--- src/rtl/redstone_cmd_ctrl.sv ---
// ---------------------------------------------------------------------------
// redstone_cmd_ctrl
//
// UART command controller for the redstone simulation core. It decodes
// command bytes from the UART receiver, loads the simulation input vector,
// gates the simulation tick (run / halt / single-step), and streams a
// snapshot of the simulation outputs back through the UART transmitter.
//
// Commands (first byte while idle):
//   0x01 SEND_OUTPUTS  snapshot i_outputs, transmit LSB byte first
//   0x02 SET_INPUTS    receive NUM_IN_BYTES bytes (LSB first), apply atomically
//   0x03 RUN           free-run tick enable on
//   0x04 HALT          tick enable off (also aborts an active step)
//   0x05 STEP          receive count N, enable ticks for exactly N tick pulses
//   others             ignored
//
// Optional build macro: REDSTONE_CMD_ACK_EN
//   When defined, completed commands send 0xAA and unknown commands /
//   payload timeouts send 0xEE through the transmit path.
//
// Ports:
//   i_clk        system clock
//   i_rst        asynchronous active-low reset
//   i_rx_valid   one-cycle pulse, i_rx_data holds a received byte
//   i_rx_data    received byte
//   i_tx_ready   transmitter idle, may accept a byte
//   i_tx_done    one-cycle pulse, byte fully transmitted
//   o_tx_start   one-cycle pulse, launch o_tx_data
//   o_tx_data    byte to transmit, held until i_tx_done
//   i_outputs    live simulation outputs
//   o_inputs     registered simulation inputs
//   i_tick_pulse one pulse per simulation tick (i_clk domain)
//   o_tick_en    tick gate to the tick generator
//   o_busy       high whenever the controller is not idle
//   o_overrun    sticky: a byte was dropped or a payload timed out
// ---------------------------------------------------------------------------
module redstone_cmd_ctrl #(
   parameter int NUM_INPUTS  = 10,
   parameter int NUM_OUTPUTS = 16,
   parameter int TIMEOUT     = 1000000
) (
   input  logic                   i_clk,
   input  logic                   i_rst,
   input  logic                   i_rx_valid,
   input  logic [7:0]             i_rx_data,
   input  logic                   i_tx_ready,
   input  logic                   i_tx_done,
   output logic                   o_tx_start,
   output logic [7:0]             o_tx_data,
   input  logic [NUM_OUTPUTS-1:0] i_outputs,
   output logic [NUM_INPUTS-1:0]  o_inputs,
   input  logic                   i_tick_pulse,
   output logic                   o_tick_en,
   output logic                   o_busy,
   output logic                   o_overrun
);

   localparam int NUM_IN_BYTES  = (NUM_INPUTS + 7) / 8;
   localparam int NUM_OUT_BYTES = (NUM_OUTPUTS + 7) / 8;
   localparam int TO_W          = $clog2(TIMEOUT + 1);
   localparam int CNT_W         = 8;

   localparam logic [7:0] CMD_SEND = 8'h01;
   localparam logic [7:0] CMD_SET  = 8'h02;
   localparam logic [7:0] CMD_RUN  = 8'h03;
   localparam logic [7:0] CMD_HALT = 8'h04;
   localparam logic [7:0] CMD_STEP = 8'h05;

   typedef enum logic [2:0] {
      ST_IDLE,
      ST_RX_PAYLOAD,
      ST_STEP_RUN,
      ST_TX_LOAD,
      ST_TX_WAIT
   } state_t;

   state_t                     state_reg, state_next;
   logic [CNT_W-1:0]           idx_reg, idx_next;          // payload / tx byte index
   logic [7:0]                 tick_cnt_reg, tick_cnt_next; // ticks remaining in step
   logic [TO_W-1:0]            to_cnt_reg, to_cnt_next;
   logic [NUM_IN_BYTES*8-1:0]  shadow_reg, shadow_next;
   logic [NUM_OUT_BYTES*8-1:0] snapshot_reg, snapshot_next;
   logic [NUM_INPUTS-1:0]      inputs_reg, inputs_next;
   logic                       tick_en_reg, tick_en_next;
   logic                       tx_start_reg, tx_start_next;
   logic [7:0]                 tx_data_reg, tx_data_next;
   logic                       overrun_reg, overrun_next;
   logic                       is_step_reg, is_step_next;  // payload belongs to STEP
   logic                       ack_req, nak_req;
`ifdef REDSTONE_CMD_ACK_EN
   logic                       ack_reg, ack_next;          // tx path carries an ack byte
   logic [7:0]                 ack_byte_reg, ack_byte_next;
`endif

   // Payload byte written into the shadow at the current index, and the
   // snapshot byte selected by the current index. Built as constant-index
   // muxes so no variable part-selects are needed.
   logic [NUM_IN_BYTES*8-1:0]      shadow_wr;
   logic [(NUM_OUT_BYTES+1)*8-1:0] tx_or;
   logic [7:0]                     tx_byte;

   assign tx_or[7:0] = 8'h00;

   generate
      for (genvar gi = 0; gi < NUM_IN_BYTES; gi++) begin : g_shadow
         assign shadow_wr[gi*8 +: 8] = (idx_reg == CNT_W'(gi)) ? i_rx_data
                                                               : shadow_reg[gi*8 +: 8];
      end
      for (genvar gi = 0; gi < NUM_OUT_BYTES; gi++) begin : g_txsel
         assign tx_or[(gi+1)*8 +: 8] = tx_or[gi*8 +: 8] |
                                       ((idx_reg == CNT_W'(gi)) ? snapshot_reg[gi*8 +: 8]
                                                                : 8'h00);
      end
   endgenerate

   assign tx_byte = tx_or[NUM_OUT_BYTES*8 +: 8];

   // State register
   always_ff @(posedge i_clk or negedge i_rst) begin
      if (!i_rst) begin
         state_reg    <= ST_IDLE;
         idx_reg      <= '0;
         tick_cnt_reg <= '0;
         to_cnt_reg   <= '0;
         shadow_reg   <= '0;
         snapshot_reg <= '0;
         inputs_reg   <= '0;
         tick_en_reg  <= 1'b0;
         tx_start_reg <= 1'b0;
         tx_data_reg  <= 8'h00;
         overrun_reg  <= 1'b0;
         is_step_reg  <= 1'b0;
`ifdef REDSTONE_CMD_ACK_EN
         ack_reg      <= 1'b0;
         ack_byte_reg <= 8'h00;
`endif
      end else begin
         state_reg    <= state_next;
         idx_reg      <= idx_next;
         tick_cnt_reg <= tick_cnt_next;
         to_cnt_reg   <= to_cnt_next;
         shadow_reg   <= shadow_next;
         snapshot_reg <= snapshot_next;
         inputs_reg   <= inputs_next;
         tick_en_reg  <= tick_en_next;
         tx_start_reg <= tx_start_next;
         tx_data_reg  <= tx_data_next;
         overrun_reg  <= overrun_next;
         is_step_reg  <= is_step_next;
`ifdef REDSTONE_CMD_ACK_EN
         ack_reg      <= ack_next;
         ack_byte_reg <= ack_byte_next;
`endif
      end
   end

   // Next-state and registered-output logic
   always_comb begin
      logic tx_last;
      state_next    = state_reg;
      idx_next      = idx_reg;
      tick_cnt_next = tick_cnt_reg;
      to_cnt_next   = to_cnt_reg;
      shadow_next   = shadow_reg;
      snapshot_next = snapshot_reg;
      inputs_next   = inputs_reg;
      tick_en_next  = tick_en_reg;
      tx_start_next = 1'b0;
      tx_data_next  = tx_data_reg;
      overrun_next  = overrun_reg;
      is_step_next  = is_step_reg;
      ack_req       = 1'b0;
      nak_req       = 1'b0;
      tx_last       = (idx_reg == CNT_W'(NUM_OUT_BYTES - 1));
`ifdef REDSTONE_CMD_ACK_EN
      ack_next      = ack_reg;
      ack_byte_next = ack_byte_reg;
      tx_last       = tx_last | ack_reg;
`endif

      case (state_reg)
         ST_IDLE: begin
            if (i_rx_valid) begin
               case (i_rx_data)
                  CMD_SEND: begin
                     snapshot_next                  = '0;
                     snapshot_next[NUM_OUTPUTS-1:0] = i_outputs;
                     idx_next                       = '0;
                     state_next                     = ST_TX_LOAD;
                  end
                  CMD_SET: begin
                     is_step_next = 1'b0;
                     idx_next     = '0;
                     to_cnt_next  = '0;
                     state_next   = ST_RX_PAYLOAD;
                  end
                  CMD_RUN: begin
                     tick_en_next = 1'b1;
                     ack_req      = 1'b1;
                  end
                  CMD_HALT: begin
                     tick_en_next = 1'b0;
                     ack_req      = 1'b1;
                  end
                  CMD_STEP: begin
                     is_step_next = 1'b1;
                     idx_next     = '0;
                     to_cnt_next  = '0;
                     state_next   = ST_RX_PAYLOAD;
                  end
                  default: nak_req = 1'b1;
               endcase
            end
         end

         ST_RX_PAYLOAD: begin
            if (i_rx_valid) begin
               to_cnt_next = '0;
               if (is_step_reg) begin
                  if (i_rx_data == 8'h00) begin
                     // Zero-length step: finishes at once, ending any free run.
                     tick_en_next = 1'b0;
                     state_next   = ST_IDLE;
                     ack_req      = 1'b1;
                  end else begin
                     tick_cnt_next = i_rx_data;
                     tick_en_next  = 1'b1;
                     state_next    = ST_STEP_RUN;
                  end
               end else begin
                  shadow_next = shadow_wr;
                  if (idx_reg == CNT_W'(NUM_IN_BYTES - 1)) begin
                     // Whole vector applied in one edge; pad bits are dropped.
                     inputs_next = shadow_wr[NUM_INPUTS-1:0];
                     idx_next    = '0;
                     state_next  = ST_IDLE;
                     ack_req     = 1'b1;
                  end else begin
                     idx_next = idx_reg + 1'b1;
                  end
               end
            end else if (to_cnt_reg == TO_W'(TIMEOUT)) begin
               overrun_next = 1'b1;
               idx_next     = '0;
               state_next   = ST_IDLE;
               nak_req      = 1'b1;
            end else begin
               to_cnt_next = to_cnt_reg + 1'b1;
            end
         end

         ST_STEP_RUN: begin
            if (i_rx_valid && i_rx_data == CMD_HALT) begin
               tick_en_next = 1'b0;
               state_next   = ST_IDLE;
               ack_req      = 1'b1;
            end else begin
               if (i_rx_valid) begin
                  overrun_next = 1'b1;
               end
               if (i_tick_pulse) begin
                  if (tick_cnt_reg == 8'd1) begin
                     tick_en_next = 1'b0;
                     state_next   = ST_IDLE;
                     ack_req      = 1'b1;
                  end else begin
                     tick_cnt_next = tick_cnt_reg - 1'b1;
                  end
               end
            end
         end

         ST_TX_LOAD: begin
            if (i_rx_valid) begin
               overrun_next = 1'b1;
            end
            if (i_tx_ready) begin
`ifdef REDSTONE_CMD_ACK_EN
               tx_data_next = ack_reg ? ack_byte_reg : tx_byte;
`else
               tx_data_next = tx_byte;
`endif
               tx_start_next = 1'b1;
               state_next    = ST_TX_WAIT;
            end
         end

         ST_TX_WAIT: begin
            if (i_rx_valid) begin
               overrun_next = 1'b1;
            end
            if (i_tx_done) begin
               if (tx_last) begin
                  idx_next   = '0;
                  state_next = ST_IDLE;
`ifdef REDSTONE_CMD_ACK_EN
                  ack_next   = 1'b0;
`endif
               end else begin
                  idx_next   = idx_reg + 1'b1;
                  state_next = ST_TX_LOAD;
               end
            end
         end

         default: state_next = ST_IDLE;
      endcase

      // Completion of a command: either report through the tx path or
      // simply settle back to idle.
`ifdef REDSTONE_CMD_ACK_EN
      if (ack_req || nak_req) begin
         state_next    = ST_TX_LOAD;
         ack_next      = 1'b1;
         ack_byte_next = nak_req ? 8'hEE : 8'hAA;
      end
`else
      if (ack_req || nak_req) begin
         state_next = ST_IDLE;
      end
`endif
   end

   assign o_tx_start = tx_start_reg;
   assign o_tx_data  = tx_data_reg;
   assign o_inputs   = inputs_reg;
   assign o_tick_en  = tick_en_reg;
   assign o_busy     = (state_reg != ST_IDLE);
   assign o_overrun  = overrun_reg;

endmodule

--- config.mk ---
export PLATFORM = sky130hd
export DESIGN_NAME = redstone_cmd_ctrl
export DESIGN_NICKNAME = d
export VERILOG_FILES = /design/src/rtl/redstone_cmd_ctrl.sv
export SDC_FILE = /design/constraint.sdc
export NUM_CORES = 1
export LEC_CHECK = 0
export CAP_MARGIN = 10
export CORE_MARGIN = 2
export CORE_UTILIZATION = 57
export CTS_CLUSTER_DIAMETER = 40
export CTS_CLUSTER_SIZE = 28
export DETAILED_ROUTE_END_ITERATION = 12
export DONT_BUFFER_PORTS = 1
export MAX_ROUTING_LAYER = met4
export PLACE_DENSITY = 0.78
export SYNTH_ARGS = -nofsm -noshare
export SYNTH_HDL_FRONTEND = slang
export SYNTH_SLANG_ARGS = --single-unit
--- constraint.sdc ---
create_clock -name i_clk -period 2.75 [get_ports i_clk]
set_input_delay 0.825 -clock i_clk [delete_from_list [all_inputs] [get_ports i_clk]]
set_output_delay 0.825 -clock i_clk [all_outputs]
set_load 0.01 [all_outputs]
**Yosys cells after proc, flatten, opt, wreduce, memory -nomap -nowiden**

Cells that the tools add are included.

- Register bits: 87
- Bits of input ports: 30
- Output and inout bits: 22
- Logic and storage cells: 154

- $add $sub $neg: 3
- Equal/unequal tests: 38
- Multiplexer cells: 71
- Bitwise logic cells: 2
- Reductions and logical operators: 28

Operators with widths:

| operator | number |
|---|---|
| two-way mux 8 bit | 16 |
| two-way mux 20 bit | 4 |
| one-hot mux 20 bit (2 select lines) | 1 |
| two-way mux 3 bit | 11 |
| two-way mux 1 bit | 26 |
| == test 8 x 1 -> 1 bit (second input constant) | 3 |
| != test 2 bit (second input constant) | 12 |
| != test 3 bit (second input constant) | 8 |
| one-hot mux 8 bit (3 select lines) | 1 |
| adder 20 x 1 -> 20 bit (second input constant) | 1 |
| == test 20 bit (second input constant) | 1 |
| == test 8 x 2 -> 1 bit (second input constant) | 2 |
| == test 8 x 3 -> 1 bit (second input constant) | 2 |
| zero test 8 bit | 2 |
| one-hot mux 8 bit (2 select lines) | 1 |
| one-hot mux 3 bit (5 select lines) | 1 |
| AND reduction 7 bit | 2 |
| != test 4 bit (second input constant) | 3 |
| AND reduction 4 bit | 3 |
| nonzero test 3 bit | 4 |
| one-hot mux 1 bit (3 select lines) | 3 |
| AND reduction 3 bit | 3 |
| adder 8 x 1 -> 8 bit (second input constant) | 1 |
| bitwise OR 8 bit | 1 |
| 21 further kinds | 30 |

**Longest topological paths before layout**

- Word-level depth: 8
- Gate-level depth with buffers: 9
- Gate-level depth less buffers: 7

**Least setup slack after synthesis**

Ideal clock, no wire load.

- Kind: in2reg
- Start: input port i_rx_data[5]
- End: register snapshot_reg[10]
- Arrival: 3.023 ns
- Data required time: 2.625 ns
- Path slack: -0.398 ns
- Stages: 7
- Buffers on the path: 3
- Cell sequence: or4_1 -> buf_2 -> or4b_4 -> or4b_4 -> buf_6 -> buf_12 -> mux2_4

- Word-level cells in the longest chain between the ends: 2

RTL lines:

| item | RTL line | text |
|---|---|---|
| start, declared | 45 | `input logic [7:0] i_rx_data,` |
| == test 8 x 1 -> 1 bit | 184 | `case (i_rx_data)` |
| AND reduction 3 bit (no source line) | -- |  |
| end signal, assigned | 143 | `snapshot_reg <= snapshot_next;` |
| end, declared | 82 | `logic [NUM_OUT_BYTES*8-1:0] snapshot_reg, snapshot_next;` |

No other way between the ends.
A chain may end at the register's enable or synchronous reset.

**Worst setup path after layout**

- Start: input port i_rx_data[5]
- End: register snapshot_reg[11]

The elaborated chain is that of the path after synthesis.

==> flow_summary_export.csv <==
group,metric,value,unit
floorplan,die_h,94.0,um
global_routing,grt.total_usage,25.4,%
global_routing,via_count_of_the_first_global_routing_pass,3566,
worst_setup_path,kind_of_critical_path,"input pin to flop",
routing,drt_first_iter_violations,232,
floorplan,fp.dieW,94.0,um
timing,finalSetupViolCount,0,
yosys,synth.largest_area_cell,"dfrtp_1",
routing,detail_route.drc_violations,0,
placed_design,place.detailed.hpwl,7.24,mm
yosys,yosysWarningCount,0,
yosys,synth.area.top_cells,"dfrtp_1 46%, o21ai_0 3.9%, mux2_2 3.9%",
worst_setup_path,rrSetupSlack,270,ps
timing,finalCriticalPeriod,2620,ps
worst_setup_path,worst-path-max-fanout,16,
finish,layout.core_utilization,64.1,%
timing,worst_slew_margin_rel,54.1,%
status,result_of_the_run,"complete, no violations",
routing,vias,3645,
finish,layout.cells.non_filler,579,
pwr,power_density,779,mW/mm^2
yosys,average_instance_area_after_synthesis,9.84,sq um
timing,finalHoldViolCount,0,
pwr,p_leak,2.29,nW
clock_network,cts_hold_buf,0,
floorplan,initial_core_util,59.4,%
yosys,post-synth-top-area-fraction,46.1,%
timing,fmax,382,MHz
worst_setup_path,rr_endpoint,"snapshot_reg[11]$_DFFE_PN0P_",
global_routing,wire_length_of_the_first_global_routing_pass,17.4,mm
placed_design,place.detailed.instances,563,
timing,finalMaxSlewViolations,0,
worst_setup_path,critical_path.cell_chain,"or4_4, or4b_4, or4b_4, mux2_4",
clock_network,cts.sinks,85,
clock_network,maximum_buffer_depth_of_the_clock_tree,2,
worst_setup_path,worst_ep_required_time,3000,ps
yosys,number_of_enable_flip_flop_cells_after_synthesis,0,
finish,antenna_cells,0,
yosys,postSynthRegisterBits,85,
routing,routed_wirelength,10.4,mm
placed_design,globalplace.congestion,0.917,
placed_design,placement.io_buffers,0,
yosys,synthFlopType,"dfrtp_1",
floorplan,rows,32,
worst_setup_path,critPathMostFrequentCell,"or4b_4",
clock_network,clock_pin_transition_on_the_worst_setup_and_hold_timing_paths,100,ps
worst_setup_path,reg2regPathDepth,4,
finish,largest_register_ff_count,20,
routing,wl_per_cell,17.9,um
routing,antenna_violating_nets_post_route,0,
timing,worst_slew_pin_slew,685,ps
finish,layout.nets,509,
flow_run,drv_cap,0,
clock_network,cts_root_buf,"clkbuf_8",
timing,finalCritPeriodShare,95.2,%
finish,fillers,639,
worst_setup_path,crit_buf_inv,0,
yosys,synth_fp_nets,506,
timing,worst_hold_check_slack,146,ps
floorplan,core,0.00777,sq mm
clock_network,cts_max_level,3,
clock_network,clock_insertion_delay_worst_skew,360,ps
global_routing,grt-ovfl-total,0,
clock_network,cts-buffers-inserted,9,
floorplan,boundaryPins,52,
global_routing,antenna_violations_before_repair,0,
clock_network,tritoncts,"built",
yosys,netlist_area,0.00461,sq mm
floorplan,die_area,0.00883,sq mm
clock_network,cts_setup_buffers,0,
worst_setup_path,start_kind,"input pin",
pwr,ir_drop,0.000381,V
routing,detail_route.first_pass.iterations,4,
worst_setup_path,sort_of_element_at_the_end_of_the_critical_path,"flop",
global_routing,grt_start_max_net_pins,86,
worst_setup_path,cp_data_arrival_time,2860,ps
worst_setup_path,max_stage_delay,660,ps
yosys,synthCells,469,
worst_setup_path,crit-reg2reg-launch,"state_reg[2]$_DFFE_PN0P_",
yosys,yosys.cell_types.count,61,
worst_setup_path,crit_family,"simple AND/OR/NAND/NOR gates",
worst_hold_path,hold_path.class,"input pin to async pin",
timing,final.setup_skew,14.7,ps
worst_setup_path,worst_path_max_delay_cell,"or4b_4",
routing,route.detailed.vias_per_inst,6.30,
finish,fin_area,0.00498,sq mm
timing,unrepaired_setup_endpoints_after_global_routing,"false",
finish,flow.area_growth_from_synthesis,7.86,%
finish,drive_above_1_share,16.1,%
placed_design,post_dp_area,0.00478,sq mm
yosys,synthArstFlopShare,100,%
clock_network,post_cts_resize_count,0,
yosys,synth_seq_area_share,46.1,%
-- logic make-up (layout without fill, tap and decap cells) --
family | count (synthesis) | after routing | share of synthesized area (%)
AO/OA/AOI/OAI | 124 | 124 | 18.0
XOR/XNOR | 1 | 1 | 0.190
adder cells (fa/ha/maj) | 7 | 7 | 1.90
buffers and inverters | 45 | 53 | 4.47
flip-flops | 85 | 85 | 46.1
multiplexers | 36 | 36 | 9.33
AND/OR/NAND/NOR | 171 | 171 | 20.0
-- power breakdown --
part           leakage, nW  internal (mW)  switching, mW
clock               0.0925          0.369          0.496
combinational         1.05          0.620          0.861
sequential            1.15           1.39          0.138
-- layout make-up --
cell class              count  area (sq um)  share of cell area, %
clock buffers              10           138                   2.77
clock inverters             6          55.1                   1.11
inverters                  13          48.8                  0.980
multi-input cells         339          2290                   46.0
flip-flops and latches     85          2130                   42.7
well taps                 102           128                   2.56
repair buffers             24           193                   3.87
-- synthesized netlist by cell type (6+ instances only) --
cell and n:
a22oi_1 10, nand2_1 45, o21ai_0 36, mux2i_1 10, nand3_1 16, nor4_1 9
nand4_1 6, inv_1 13, and3_1 15, ha_1 7, dfrtp_1 85, a31oi_1 10
nand2b_1 7, o31ai_1 13, mux2_2 16, a21oi_1 14, nor3_1 17, nor2_1 23
mux2_4 10, clkbuf_1 24
-- worst max path at each step --
stage,startpoint,endpoint,slack [ps],cells after the start
6_report,i_rx_data[5],snapshot_reg[11]$_DFFE_PN0P_,130,4
3_3_place_gp,i_rx_data[5],snapshot_reg[7]$_DFFE_PN0P_,-230,4
2_1_floorplan,i_rx_data[5],snapshot_reg[10]$_DFFE_PN0P_,-390,7
3_5_place_dp,i_rx_data[5],snapshot_reg[11]$_DFFE_PN0P_,-240,4
5_1_grt,i_rx_data[5],to_cnt_reg[13]$_DFFE_PN0P_,110,5
4_1_cts,i_rx_data[5],snapshot_reg[11]$_DFFE_PN0P_,140,4
-- cells in the final DEF (no fill, tap or decap), types with 3 or more instances in the layout --
| master | count |
|---|---|
| nand4b_1 | 3 |
| and3_1 | 15 |
| nor3_1 | 17 |
| a22oi_1 | 10 |
| nor2_1 | 23 |
| inv_1 | 13 |
| a41oi_1 | 3 |
| ha_1 | 7 |
| nand2b_1 | 7 |
| mux2_4 | 10 |
| nand3_1 | 16 |
| o21ai_0 | 36 |
| a31oi_1 | 10 |
| a2bb2oi_1 | 3 |
| nand2_1 | 45 |
| a21o_1 | 3 |
| or3b_2 | 3 |
| mux2_2 | 16 |
| dfrtp_1 | 85 |
| buf_4 | 23 |
| nor4b_1 | 3 |
| nor3b_1 | 5 |
| nand4_1 | 6 |
| o31ai_1 | 13 |
| nor4_1 | 9 |
| or3_1 | 3 |
| a21oi_1 | 14 |
| clkbuf_8 | 10 |
| o21a_1 | 5 |
| o41ai_1 | 4 |
| a211o_1 | 5 |
| mux2i_1 | 10 |
| a221o_1 | 3 |
-- per-layer routing --
layer	vias to the layer above	share of wire, %	GRT usage (%)	wire [um]
li1	1751	-	-	-
met4	0	1.4	8.57	146
met3	11	7.2	5.94	745
met2	116	47	38.5	4840
met1	1767	45	33.9	4630
met5	-	0	-	0
-- worst reg2reg max path, delay by kind of cell (launching register included) --
kind	cells	cell delay (ps)
multiplexers	1	350
flip-flops	1	410
AND/OR/NAND/NOR	3	1600
-- metrics by stage --
stage | worst slack [ps] | TNS, ps | total power [mW]
final | 132 | 0 | 3.88
after global routing | 112 | 0 | 4.13
after CTS | 143 | 0 | 3.88
after detailed placement | -245 | -5000 | 3.01
after global placement | -228 | -4560 | 2.96
after floorplan | -393 | -6910 | 2.56
Power figures use the tool's default switching activity.
